[src/rtl/riscv_pkg.sv]
// Shared types for the load/store unit: access-size encodings, FSM states
// and the lane-mask base used by the alignment logic.
package riscv_pkg;

    localparam logic [1:0] LS_BYTE = 2'd0;
    localparam logic [1:0] LS_HALF = 2'd1;
    localparam logic [1:0] LS_WORD = 2'd2;

    typedef enum logic [1:0] {
        IDLE  = 2'd0,
        BEAT0 = 2'd1,
        BEAT1 = 2'd2,
        RESP  = 2'd3
    } lsu_state_e;

    // Code 2'b11 falls into the default arm and behaves as a word.
    function automatic logic [7:0] lane_base(input logic [1:0] ls_type);
        case (ls_type)
            LS_BYTE: lane_base = 8'h01;
            LS_HALF: lane_base = 8'h03;
            default: lane_base = 8'h0F;
        endcase
    endfunction

endpackage

[src/rtl/lsu_align.sv]
// Combinational alignment for the load/store unit: 8-lane mask, split
// detection, store-data lane shift and load-data shift/extend.
module lsu_align
    import riscv_pkg::*;
(
    input  logic [1:0]  offset,
    input  logic [1:0]  ls_type,
    input  logic        is_unsigned,
    input  logic [31:0] wdata,
    input  logic [31:0] beat0,
    input  logic [31:0] beat1,
    output logic [7:0]  lane_mask,
    output logic        split,
    output logic [31:0] wdata_lo,
    output logic [31:0] wdata_hi,
    output logic [31:0] rdata
);

    logic [4:0]  shamt;
    logic [63:0] wide_w;
    logic [31:0] rd_win;

    always_comb begin
        shamt     = {offset, 3'b000};
        lane_mask = lane_base(ls_type) << offset;
        split     = |lane_mask[7:4];
        wide_w    = {32'b0, wdata} << shamt;
        wdata_lo  = wide_w[31:0];
        wdata_hi  = wide_w[63:32];
        // Only the low word of the shifted pair can hold the loaded bytes.
        rd_win    = 32'({beat1, beat0} >> shamt);
        case (ls_type)
            LS_BYTE: rdata = is_unsigned ? {24'b0, rd_win[7:0]}
                                         : {{24{rd_win[7]}}, rd_win[7:0]};
            LS_HALF: rdata = is_unsigned ? {16'b0, rd_win[15:0]}
                                         : {{16{rd_win[15]}}, rd_win[15:0]};
            default: rdata = rd_win;
        endcase
    end

endmodule

[src/rtl/load_store_unit.sv]
// Load/store unit: byte/half/word accesses at any alignment. With
// MISALIGNED_SPLIT_EN defined, word-crossing accesses take two beats;
// otherwise they complete at once with resp_err set and no memory strobes.
module load_store_unit
    import riscv_pkg::*;
#(
    parameter int ADDR_WIDTH = 32,
    parameter int DATA_WIDTH = 32
) (
    input  logic                  clk,
    input  logic                  rst,
    input  logic                  req_valid,
    output logic                  req_ready,
    input  logic                  req_write,
    input  logic [ADDR_WIDTH-1:0] req_addr,
    input  logic [DATA_WIDTH-1:0] req_wdata,
    input  logic [1:0]            load_store_type,
    input  logic                  load_unsigned,
    output logic                  resp_valid,
    output logic [DATA_WIDTH-1:0] resp_rdata,
    output logic                  resp_err,
    output logic [ADDR_WIDTH-1:0] mem_addr,
    output logic                  mem_read,
    output logic                  mem_write,
    output logic [3:0]            mem_byte_en,
    output logic [DATA_WIDTH-1:0] mem_write_data,
    input  logic [DATA_WIDTH-1:0] mem_read_data
);

    // state | meaning
    // IDLE  | ready for a request; resp_valid of the previous one may pulse
    // BEAT0 | first (or only) word strobe on the memory port
    // BEAT1 | second word strobe of a split access; beat-0 read data arrives
    // RESP  | last read data arrives; response registered at end of cycle

    lsu_state_e            state;
    logic                  write_q;
    logic                  unsigned_q;
    logic                  split_q;
    logic                  err_q;
    logic [1:0]            type_q;
    logic [ADDR_WIDTH-1:0] addr_q;
    logic [31:0]           wdata_q;
    logic [31:0]           beat0_q;

    logic                  accept;
    logic                  reject;
    logic [ADDR_WIDTH-1:0] cur_addr;
    logic [1:0]            cur_type;
    logic                  cur_unsigned;
    logic [31:0]           cur_wdata;
    logic [ADDR_WIDTH-1:0] word_addr;
    logic [31:0]           beat0_sel;
    logic [31:0]           beat1_sel;
    logic [7:0]            lane_mask;
    logic                  split;
    logic [31:0]           wdata_lo;
    logic [31:0]           wdata_hi;
    logic [31:0]           load_data;

    assign accept = (state == IDLE) && req_ready && req_valid;

`ifdef MISALIGNED_SPLIT_EN
    assign reject = 1'b0;
`else
    assign reject = split;
`endif

    // The aligner sees the live request while idle and the latched one after.
    always_comb begin
        cur_addr     = (state == IDLE) ? req_addr        : addr_q;
        cur_type     = (state == IDLE) ? load_store_type : type_q;
        cur_unsigned = (state == IDLE) ? load_unsigned   : unsigned_q;
        cur_wdata    = (state == IDLE) ? req_wdata       : wdata_q;
        word_addr    = {cur_addr[ADDR_WIDTH-1:2], 2'b00};
        beat0_sel    = split_q ? beat0_q : mem_read_data;
        beat1_sel    = split_q ? mem_read_data : 32'd0;
    end

    lsu_align u_align (
        .offset      (cur_addr[1:0]),
        .ls_type     (cur_type),
        .is_unsigned (cur_unsigned),
        .wdata       (cur_wdata),
        .beat0       (beat0_sel),
        .beat1       (beat1_sel),
        .lane_mask   (lane_mask),
        .split       (split),
        .wdata_lo    (wdata_lo),
        .wdata_hi    (wdata_hi),
        .rdata       (load_data)
    );

    always_ff @(posedge clk) begin
        if (rst) begin
            state          <= IDLE;
            req_ready      <= 1'b0;
            resp_valid     <= 1'b0;
            resp_rdata     <= '0;
            resp_err       <= 1'b0;
            mem_read       <= 1'b0;
            mem_write      <= 1'b0;
            mem_byte_en    <= 4'b0;
            mem_addr       <= '0;
            mem_write_data <= '0;
            write_q        <= 1'b0;
            unsigned_q     <= 1'b0;
            split_q        <= 1'b0;
            err_q          <= 1'b0;
            type_q         <= LS_BYTE;
            addr_q         <= '0;
            wdata_q        <= '0;
            beat0_q        <= '0;
        end else begin
            resp_valid     <= 1'b0;
            mem_read       <= 1'b0;
            mem_write      <= 1'b0;
            mem_byte_en    <= 4'b0;
            mem_addr       <= '0;
            mem_write_data <= '0;
            case (state)
                IDLE: begin
                    req_ready <= 1'b1;
                    if (accept) begin
                        req_ready  <= 1'b0;
                        write_q    <= req_write;
                        unsigned_q <= load_unsigned;
                        type_q     <= load_store_type;
                        addr_q     <= req_addr;
                        wdata_q    <= req_wdata;
                        split_q    <= split;
                        err_q      <= reject;
                        if (reject) begin
                            state <= RESP;
                        end else begin
                            state          <= BEAT0;
                            mem_addr       <= word_addr;
                            mem_byte_en    <= lane_mask[3:0];
                            mem_write_data <= wdata_lo;
                            mem_read       <= !req_write;
                            mem_write      <= req_write;
                        end
                    end
                end
                BEAT0: begin
                    if (split_q) begin
                        state          <= BEAT1;
                        mem_addr       <= word_addr + ADDR_WIDTH'(4);
                        mem_byte_en    <= lane_mask[7:4];
                        mem_write_data <= wdata_hi;
                        mem_read       <= !write_q;
                        mem_write      <= write_q;
                    end else begin
                        state <= RESP;
                    end
                end
                BEAT1: begin
                    beat0_q <= mem_read_data;
                    state   <= RESP;
                end
                RESP: begin
                    state      <= IDLE;
                    req_ready  <= 1'b1;
                    resp_valid <= 1'b1;
                    resp_err   <= err_q;
                    resp_rdata <= (write_q || err_q) ? 32'd0 : load_data;
                end
                default: state <= IDLE;
            endcase
        end
    end

endmodule
[config.mk]
export PLATFORM = sky130hd
export DESIGN_NAME = load_store_unit
export DESIGN_NICKNAME = d
export VERILOG_FILES = /design/src/rtl/riscv_pkg.sv /design/src/rtl/lsu_align.sv /design/src/rtl/load_store_unit.sv
export SDC_FILE = /design/constraint.sdc
export NUM_CORES = 1
export LEC_CHECK = 0
export BUFFER_PORTS_ARGS = -buffer_cell sky130_fd_sc_hd__buf_2
export CAP_MARGIN = 0
export CORE_ASPECT_RATIO = 0.5
export CORE_MARGIN = 5
export CORE_UTILIZATION = 35
export DETAILED_ROUTE_END_ITERATION = 7
export MAX_ROUTING_LAYER = met4
export PLACE_DENSITY = 0.53
export SYNTH_ARGS = -nofsm -noshare
export SYNTH_HDL_FRONTEND = slang
export SYNTH_SLANG_ARGS = --single-unit
[constraint.sdc]
create_clock -name clk -period 3.3 [get_ports clk]
set_input_delay 0.165 -clock clk [delete_from_list [all_inputs] [get_ports clk]]
set_output_delay 0.165 -clock clk [all_outputs]
set_load 0.03 [all_outputs]
==> flow_summary.ini, run 1 <==
[die]
initial_core_util = 0.355
num_rows = 45
die-area_um2 = 34500
top_level_ports = 208
die_width_um = 258
chipHeight_um = 134
placeableCoreArea_um2 = 30300

[pwr]
leakagePower_nw = 5.70
pwr-share-comb = 0.469
power_density_nw_per_um2 = 769
switching_power_share_of_the_total = 0.402
pwr-share-clk = 0.244
p_total_mw = 10.7
power.internal_mw = 6.40
share_seq_of_total_power = 0.288
p_sw_mw = 4.30
ir_drop_mv = 0.387

[sta]
hold-worst-slack_ns = 0.268
grt_setup_unrepaired = no
max_slew_violation_total_from_the_final_report = 0
final_period_minus_worst_setup_slack_ns = 2.93
layout_worst_path_cycle_share = 0.888
final_clock_skew_ns = 0.0134
setup-tns-final_ns = 0
max_clock_freq_ghz = 0.341
slew-limit-headroom = 0.284
setup_viol_count_final = 0
hold_viol_final = 0
actual_slew_at_the_worst_max_slew_pin_ns = 1.07

[detailed_routing]
metal3_wl_um = 1660
wirelength_um = 36600
route.top_layer_used = met4
post_route_antenna_net_violation_count = 0
avgRoutedWirePerCell_um = 19.1
drt_pre_antenna_iters = 7
first_iter_violations = 807
met2_length_um = 17900
wl_met1_um = 16100
overall_via_count_from_detail_route = 10233
drc = 0
detail_route.vias_per_cell = 5.34

[setup_path]
timing.critical_path.required_ns = 3.73
reg2reg_depth = 7
crit_type = reg -> reg
critical-path-slowest-cell = sky130_fd_sc_hd__mux4_2
startpoint = state[0]$_SDFFE_PP0P_
r2r-start = state[0]$_SDFFE_PP0P_
kind_of_start_point_of_the_critical_path = flip-flop
cp-endpoint = resp_rdata[19]$_SDFFE_PP0P_
critPathCaptureType = flip-flop
rr_endpoint = resp_rdata[19]$_SDFFE_PP0P_
crit_arrival_ns = 3.36
critical_path.max_fanout = 23
path_cells = inv_1 -> ha_4 -> mux2i_4 -> mux4_2 -> a211oi_1 -> o211ai_1 -> o21ai_0
critical-path-max-stage-delay_ns = 0.60
r2r_slack_ns = 0.37

[placement]
gp_congestion = 0.863
place.detailed.hpwl_um = 26100
post_dp_cell_area_um2 = 12100
port-buffer-count = 205

[final_layout]
mostFrequentLayoutCells = sky130_fd_sc_hd__nand2_1, sky130_fd_sc_hd__dfxtp_1, sky130_fd_sc_hd__buf_2
drive_gt1_frac = 0.238
postLayoutCoreUtil = 0.460
layout_commonest_cell = sky130_fd_sc_hd__nand2_1
fin_area_um2 = 13900
nets_final = 1614
antenna_cells = 0
synthToLayoutAreaGrowth_pct = 29.5

[grt]
grt_antenna_before_repair = 0
groute.usage.overall = 0.208
grt_pass1_wl_um = 57000
first_global_vias = 9951
grt_max_degree = 65
gr-total-overflow = 0

[cts]
numCtsBuffers = 21
clk-insertion-delay-late_ns = 0.52
cts_setup_buffers = 0
resized_gates_after_cts = 0
clock_path_buffers = 3
cts_sinks = 206
cts.clk_slew.worst_paths_ns = 0.07
tritoncts = built
root_buffer = sky130_fd_sc_hd__clkbuf_16
hold_buffers = 109
htreeDepth = 1

[synth]
ys_dominant_reg_cell = sky130_fd_sc_hd__dfxtp_1
syn_area_um2 = 10800
synth_edf_count = 0
syn-instance-count = 1226
synth-async-reset-ratio = 0
synth_cell_type_count = 81
ys_warn_count = 0
yosysSeqAreaShare = 0.384
avgSynthCellArea_um2 = 8.77
yosys_register_bits = 206

[status]
run_status = finished clean

[job]
maxCapViolCount = 0

[worst_hold_path]
worst_hold_path_type = in -> reg
-- per-layer routing --
metal  GRT usage  vias to the layer above
met2       0.353                      295
met3      0.0293                       53
met4      0.0483                        0
li1            -                     4961
met5           -                        -
met1       0.267                     4924
-- how the worst min path moves through the flow --
| stage | startpoint | to | cells past startpoint |
|---|---|---|---|
| final | req_addr[0] | addr_q[0]$_SDFFE_PP0P_ | 4 |
| after global routing | req_addr[0] | addr_q[0]$_SDFFE_PP0P_ | 4 |
| after CTS | req_addr[0] | addr_q[0]$_SDFFE_PP0P_ | 4 |
| after detailed placement | req_addr[16] | addr_q[16]$_SDFFE_PP0P_ | 3 |
| after global placement | req_addr[16] | addr_q[16]$_SDFFE_PP0P_ | 3 |
| after floorplan | req_addr[16] | addr_q[16]$_SDFFE_PP0P_ | 2 |
-- cell type report --
cell class | count | area (um^2)
timing repair buffer | 353 | 2440
fill | 2924 | 16400
sequential | 206 | 4120
clock inverter | 7 | 138
inverter | 5 | 20.0
clock buffer | 27 | 588
tap | 399 | 499
multi-input combinational | 919 | 6120
-- flip-flops by register name, summed over array words and instances, names as in the netlist, 2 cells and up --
signal	cells
addr_q	32
state	2
resp_rdata	32
mem_addr	30
type_q	2
mem_write_data	32
mem_byte_en	4
wdata_q	32
beat0_q	32
-- stage by stage --
| stage | setup WS [ns] | instances |
|---|---|---|
| finish | 0.369 | 1916 |
| CTS | 0.383 | 1916 |
| detailed placement | 0.410 | 1773 |
| global route | 0.140 | 1916 |
| floorplan | 0.146 | 1227 |
| global placement | 0.478 | 1773 |
-- power groups by stage --
stage          Combinational [mW]  Clock (mW)  Sequential, mW
2_1_floorplan                3.49           0            3.27
3_3_place_gp                 4.82           0            3.12
3_5_place_dp                 4.87           0            3.13
4_1_cts                      5.00        2.66            3.08
5_1_grt                      5.42        2.77            3.12
6_report                     5.01        2.61            3.08
-- critical path, delay by kind of cell, from the launching register on --
kind / cells / cell delay, ns
compound gates: 3 / 0.85
fa+ha+maj: 1 / 0.39
buf+inv: 1 / 0.14
flops: 1 / 0.35
mux: 2 / 1.11
-- kinds of logic after synthesis --
family | after synthesis | synth area share
mux | 193 | 0.206
xor+xnor | 4 | 0.00326
compound gates | 286 | 0.170
flops | 206 | 0.384
fa+ha+maj | 5 | 0.00582
other cells | 1 | 0.000349
buf+inv | 102 | 0.0521
simple gates | 429 | 0.179
-- Yosys cell counts (3+ instances only) --
cell / n / area share
sky130_fd_sc_hd__nand2_1: 222 / 0.077
sky130_fd_sc_hd__dfxtp_1: 206 / 0.38
sky130_fd_sc_hd__mux2i_1: 132 / 0.12
sky130_fd_sc_hd__a21oi_1: 113 / 0.053
sky130_fd_sc_hd__nor2_1: 88 / 0.031
sky130_fd_sc_hd__clkbuf_1: 50 / 0.017
sky130_fd_sc_hd__o21ai_0: 44 / 0.020
sky130_fd_sc_hd__mux2_2: 42 / 0.044
sky130_fd_sc_hd__nand3_1: 26 / 0.012
sky130_fd_sc_hd__a22oi_1: 22 / 0.015
sky130_fd_sc_hd__nor3_1: 22 / 0.010
sky130_fd_sc_hd__buf_2: 18 / 0.0084
sky130_fd_sc_hd__mux4_2: 18 / 0.038
sky130_fd_sc_hd__a211oi_1: 13 / 0.0091
sky130_fd_sc_hd__and3_1: 10 / 0.0058
sky130_fd_sc_hd__o22ai_1: 10 / 0.0058
sky130_fd_sc_hd__a221oi_1: 9 / 0.0073
sky130_fd_sc_hd__and2_1: 9 / 0.0052
sky130_fd_sc_hd__buf_6: 9 / 0.0094
sky130_fd_sc_hd__o32ai_1: 9 / 0.0073
sky130_fd_sc_hd__buf_1: 8 / 0.0028
sky130_fd_sc_hd__nand3b_1: 7 / 0.0049
sky130_fd_sc_hd__o21a_1: 7 / 0.0049
sky130_fd_sc_hd__a31oi_1: 6 / 0.0035
sky130_fd_sc_hd__nor2b_1: 6 / 0.0035
sky130_fd_sc_hd__o31ai_1: 6 / 0.0042
sky130_fd_sc_hd__a32o_1: 5 / 0.0047
sky130_fd_sc_hd__buf_4: 5 / 0.0035
sky130_fd_sc_hd__ha_1: 5 / 0.0058
sky130_fd_sc_hd__nand4_1: 5 / 0.0029
sky130_fd_sc_hd__o211ai_1: 5 / 0.0035
sky130_fd_sc_hd__or3_1: 5 / 0.0029
sky130_fd_sc_hd__a2111oi_0: 4 / 0.0033
sky130_fd_sc_hd__a32oi_1: 4 / 0.0033
sky130_fd_sc_hd__and2b_1: 4 / 0.0028
sky130_fd_sc_hd__clkbuf_8: 4 / 0.0051
sky130_fd_sc_hd__inv_1: 4 / 0.0014
sky130_fd_sc_hd__nand4b_1: 4 / 0.0033
sky130_fd_sc_hd__a2bb2oi_1: 3 / 0.0024
sky130_fd_sc_hd__a31o_2: 3 / 0.0024
sky130_fd_sc_hd__and4_1: 3 / 0.0024
sky130_fd_sc_hd__nand2b_1: 3 / 0.0017
sky130_fd_sc_hd__o2bb2ai_1: 3 / 0.0024
sky130_fd_sc_hd__xnor2_1: 3 / 0.0024
(Power assumes the default switching activity.)
==> inputs of run 2 (changes only) <==
Settings changed: CORE_UTILIZATION 35 to 51, PLACE_DENSITY 0.53 to 0.73.
==> run 2 against run 1 <==
Highest routed layer unchanged. Die area down 30%. Cell count fell by 7.1%. Non-clock buffer count is 12 lower. Via count is 3.3% higher. Global-route usage up 7.9 points. Largest power group unchanged. Clock power decreased by 11%. First-iteration DRC count up 27%.
==> flow_summary.ini, run 2 (synthesized netlist as in run 1, its figures left out) <==
[sta]
grt_setup_unrepaired = no
setup_viol_count_final = 0
max_clock_freq_ghz = 0.345
final_period_minus_worst_setup_slack_ns = 2.90
setup-tns-final_ns = 0
slew-limit-headroom = 0.287
final_clock_skew_ns = 0.00915
actual_slew_at_the_worst_max_slew_pin_ns = 1.07
max_slew_violation_total_from_the_final_report = 0
hold_viol_final = 0
layout_worst_path_cycle_share = 0.877

[placement]
post_dp_cell_area_um2 = 11900
place.detailed.hpwl_um = 23800
port-buffer-count = 205
gp_congestion = 0.920

[final_layout]
fin_area_um2 = 13600
nets_final = 1602
drive_gt1_frac = 0.238
synthToLayoutAreaGrowth_pct = 26.5
antenna_cells = 0
mostFrequentLayoutCells = sky130_fd_sc_hd__nand2_1, sky130_fd_sc_hd__dfxtp_1, sky130_fd_sc_hd__buf_2
layout_commonest_cell = sky130_fd_sc_hd__nand2_1

[setup_path]
critical_path.max_fanout = 15
r2r_slack_ns = 0.40
crit_type = reg -> reg
critical-path-slowest-cell = sky130_fd_sc_hd__mux4_2
worst_path_dominant_cell_family = multiplexers
kind_of_start_point_of_the_critical_path = flip-flop
crit_arrival_ns = 3.32
path_cells = inv_1 -> ha_4 -> mux2i_4 -> mux4_2 -> a211oi_1 -> o211ai_1 -> o21ai_0
critPathCaptureType = flip-flop
critPathBufInv = 1
timing.critical_path.required_ns = 3.72
critical-path-max-stage-delay_ns = 0.61

[worst_hold_path]
worst_hold_path_type = in -> reg

[cts]
clock_path_buffers = 3
htreeDepth = 1
cts.clk_slew.worst_paths_ns = 0.07
root_buffer = sky130_fd_sc_hd__clkbuf_16
resized_gates_after_cts = 0
cts_sinks = 206
numCtsBuffers = 21
clk-insertion-delay-late_ns = 0.51
tritoncts = built

[grt]
first_global_vias = 10327
groute.usage.overall = 0.287
grt_antenna_before_repair = 0
grt_max_degree = 76
grt_pass1_wl_um = 55800
gr-total-overflow = 0

[die]
placeableCoreArea_um2 = 20600
die-area_um2 = 24300
num_rows = 37
initial_core_util = 0.521
top_level_ports = 208
die_width_um = 215
chipHeight_um = 113

[job]
maxCapViolCount = 0

[detailed_routing]
post_route_antenna_net_violation_count = 0
wirelength_um = 35500
overall_via_count_from_detail_route = 10573
avgRoutedWirePerCell_um = 19.9
drc = 0
detail_route.vias_per_cell = 5.94
first_iter_violations = 1024
drt_pre_antenna_iters = 6

[pwr]
leakagePower_nw = 5.59
power_density_nw_per_um2 = 761
ir_drop_mv = 0.427

[status]
run_status = finished clean
[run 2: cell count changes in the layout (fill, tap and decap cells not counted), moves of 2 or more]
cell                            delta
sky130_fd_sc_hd__clkinvlp_4        +2
sky130_fd_sc_hd__bufinv_16         -4
sky130_fd_sc_hd__dlygate4sd3_1     -9
sky130_fd_sc_hd__buf_4             -4
sky130_fd_sc_hd__clkinv_4          +2
[run 2: area by class of cell]
cell class	count	area (um^2)
clock buffer	29	606
clock inverter	7	50.0
fill	1689	7050
inverter	5	20.0
multi-input combinational	919	6120
sequential	206	4120
tap	273	342
timing repair buffer	341	2340
[run 2: where the power goes]
group,internal (mW),leakage [nW],switching [mW]
Clock,1.29,0.315,1.03
Combinational,1.97,3.61,2.99
Sequential,2.84,1.67,0.231
[run 2: through the flow]
step                power [mW]  hold slack (ns)  instances  setup WS [ns]   util
floorplan                 6.75            0.301       1227          0.146      -
global placement          7.77            0.422       1644          0.625  0.578
detailed placement        7.86            0.429       1644          0.516  0.578
CTS                       10.3           0.0792       1780          0.469  0.659
global route              10.9           0.0838       1780          0.275  0.659
finish                    10.3           0.0954       1780          0.405  0.659
[run 2: worst reg2reg max path, cell delays in order (launching register included)]
cell,delay [ns]
sky130_fd_sc_hd__dfxtp_1,0.36
sky130_fd_sc_hd__inv_1,0.14
sky130_fd_sc_hd__ha_4,0.24
sky130_fd_sc_hd__mux2i_4,0.53
sky130_fd_sc_hd__mux4_2,0.61
sky130_fd_sc_hd__a211oi_1,0.34
sky130_fd_sc_hd__o211ai_1,0.38
sky130_fd_sc_hd__o21ai_0,0.21
[run 2: final timing paths]
kind | end | from | depth (start not counted)
setup / recovery | resp_rdata[25]$_SDFFE_PP0P_ | state[0]$_SDFFE_PP0P_ | 7
hold / removal | mem_byte_en[0]$_SDFF_PP0_ | rst | 3
setup reg to reg | resp_rdata[25]$_SDFFE_PP0P_ | state[0]$_SDFFE_PP0P_ | 7
hold reg to reg | resp_rdata[1]$_SDFFE_PP0P_ | resp_rdata[1]$_SDFFE_PP0P_ | 2
[run 2: what timing repair did]
| item | in CTS | in global routing |
|---|---|---|
| hold endpoints to repair | 103 | 0 |
| setup buffers | 0 | 0 |
| hold buffers | 100 | 0 |
[run 2: layer usage]
| metal | global-route usage | vias up | part of all wire |
|---|---|---|---|
| met1 | 0.362 | 5016 | 0.42 |
| li1 | - | 4950 | - |
| met5 | - | - | 0 |
| met4 | 0.0822 | 0 | 0.032 |
| met2 | 0.475 | 514 | 0.47 |
| met3 | 0.0574 | 93 | 0.078 |
==> inputs of run 3 (changes only) <==
Settings changed: CORE_UTILIZATION 51 to 60, PLACE_DENSITY 0.73 to 0.82.
Clock period 3.3 ns to 3.4 ns, I/O delays scaled along.
==> run 3 against run 2 <==
Sequential cell count unchanged. Die area decreased by 14%. Total power decreased by 1.5%. Combinational power decreased by 2%. Routed wire length shrank 0.21%. Clock power about the same. Largest power group unchanged. Highest routed layer unchanged.
==> flow_summary.ini, run 3 (synthesized netlist as in run 1, its figures left out) <==
[pwr]
leakagePower_nw = 5.64
p_total_mw = 10.2
power_density_nw_per_um2 = 748
ir_drop_mv = 0.616

[grt]
gr-total-overflow = 0
grt_antenna_before_repair = 0
met2_track_demand_over_resource_in_global_routing = 0.549
grt_max_degree = 72
busiest_layer = met2
grt_pass1_wl_um = 55500
first_global_vias = 10618
global_route_met1_utilization = 0.409
groute.usage.overall = 0.331
grtUsageMet3 = 0.0608

[die]
chipHeight_um = 105
initial_core_util = 0.615
die_width_um = 199
top_level_ports = 208
die-area_um2 = 20900
num_rows = 34
placeableCoreArea_um2 = 17500

[sta]
setup_viol_count_final = 0
layout_setup_ws_ns = 0.177
max_slew_violation_total_from_the_final_report = 0
hold_viol_final = 0
grt_setup_unrepaired = no
slew-limit-headroom = 0.297
max_clock_freq_ghz = 0.310
layout_worst_path_cycle_share = 0.948
final_period_minus_worst_setup_slack_ns = 3.22
hold-worst-slack_ns = 0.191
setup-tns-final_ns = 0
final_clock_skew_ns = 0.0173
actual_slew_at_the_worst_max_slew_pin_ns = 1.06

[final_layout]
nets_final = 1608
mostFrequentLayoutCells = sky130_fd_sc_hd__nand2_1, sky130_fd_sc_hd__dfxtp_1, sky130_fd_sc_hd__buf_2
antenna_cells = 0
layout_commonest_cell = sky130_fd_sc_hd__nand2_1
register_area_um2 = 4120
multiInputGateArea_um2 = 6120
postLayoutCoreUtil = 0.779
drive_gt1_frac = 0.235
synthToLayoutAreaGrowth_pct = 26.6
fillers = 1120

[setup_path]
crit_path_frequent_cell = sky130_fd_sc_hd__buf_4
kind_of_start_point_of_the_critical_path = flip-flop
critPathCaptureType = flip-flop
critical-path-slowest-cell = sky130_fd_sc_hd__dlygate4sd3_1
crit_type = reg -> reg
timing.critical_path.required_ns = 3.85
startpoint = state[0]$_SDFFE_PP0P_
path_cells = inv_1 -> ha_4 -> buf_4 -> and3_2 -> buf_4 -> buf_4 -> nand2_1 -> a21oi_1 -> dlygate4sd3_1
critical_path.max_fanout = 40
r2r-start = state[0]$_SDFFE_PP0P_
crit_arrival_ns = 3.67
critical-path-max-stage-delay_ns = 0.57

[detailed_routing]
wirelength_um = 35400
first_iter_violations = 1057
avgRoutedWirePerCell_um = 20.3
detail_route.vias_per_cell = 6.32
drc = 0
post_route_antenna_net_violation_count = 0
drt_pre_antenna_iters = 6
overall_via_count_from_detail_route = 11024

[cts]
cts.clk_slew.worst_paths_ns = 0.07
root_buffer = sky130_fd_sc_hd__clkbuf_16
htreeDepth = 1
hold_buffers = 109
clock_path_buffers = 3
tritoncts = built
cts_setup_buffers = 0
cts_sinks = 206
clk-insertion-delay-late_ns = 0.51
numCtsBuffers = 19
resized_gates_after_cts = 0

[placement]
gp_congestion = 0.934
detailedPlace.worstSlack_ns = 0.528
port-buffer-count = 205
place.detailed.hpwl_um = 22700

[worst_hold_path]
hold_start = req_addr[0]
worst_hold_path_type = in -> reg

[job]
maxCapViolCount = 0

[status]
run_status = finished clean
run 3: path summary, 6_finish.rpt:
kind	end	slack, ns	cells past startpoint
min	addr_q[0]$_SDFFE_PP0P_	0.19	3
max	wdata_q[14]$_SDFFE_PP0P_	0.18	9
max reg2reg	wdata_q[14]$_SDFFE_PP0P_	0.18	9
min reg2reg	resp_rdata[15]$_SDFFE_PP0P_	0.45	2
run 3: per-stage QoR:
step,std cells,cell area (um^2)
after floorplan,1227,10800
after global placement,1604,11900
after detailed placement,1604,11900
after CTS,1744,13600
after global routing,1744,13600
final,1744,13600
run 3: layer usage:
layer	vias up	wire length [um]
met2	680	16800
met1	5242	13700
met3	145	3500
met5	-	0
li1	4957	-
met4	0	1430
run 3: final cells by class:
class,count,share of cell area
multi-input cells,919,0.449
flip-flops and latches,206,0.303
repair buffers,349,0.176
clock buffers,22,0.0372
well taps,234,0.0215
clock inverters,9,0.0115
inverters,5,0.00147
run 3: worst max-delay path: cells and delay by family (launching register included):
| kind | cells | cell delay, ns |
|---|---|---|
| DFF | 1 | 0.35 |
| AOI/OAI and AO/OA | 1 | 0.15 |
| adders and majority gates | 1 | 0.28 |
| and+or+nand+nor | 2 | 0.38 |
| buffers and inverters | 5 | 1.99 |
run 3: power breakdown:
part / internal, mW / total (mW) / leakage [nW] / switching [mW]
combinational: 1.91 / 4.84 / 3.65 / 2.93
clock: 1.37 / 2.34 / 0.315 / 0.969
sequential: 2.76 / 3.01 / 1.67 / 0.249
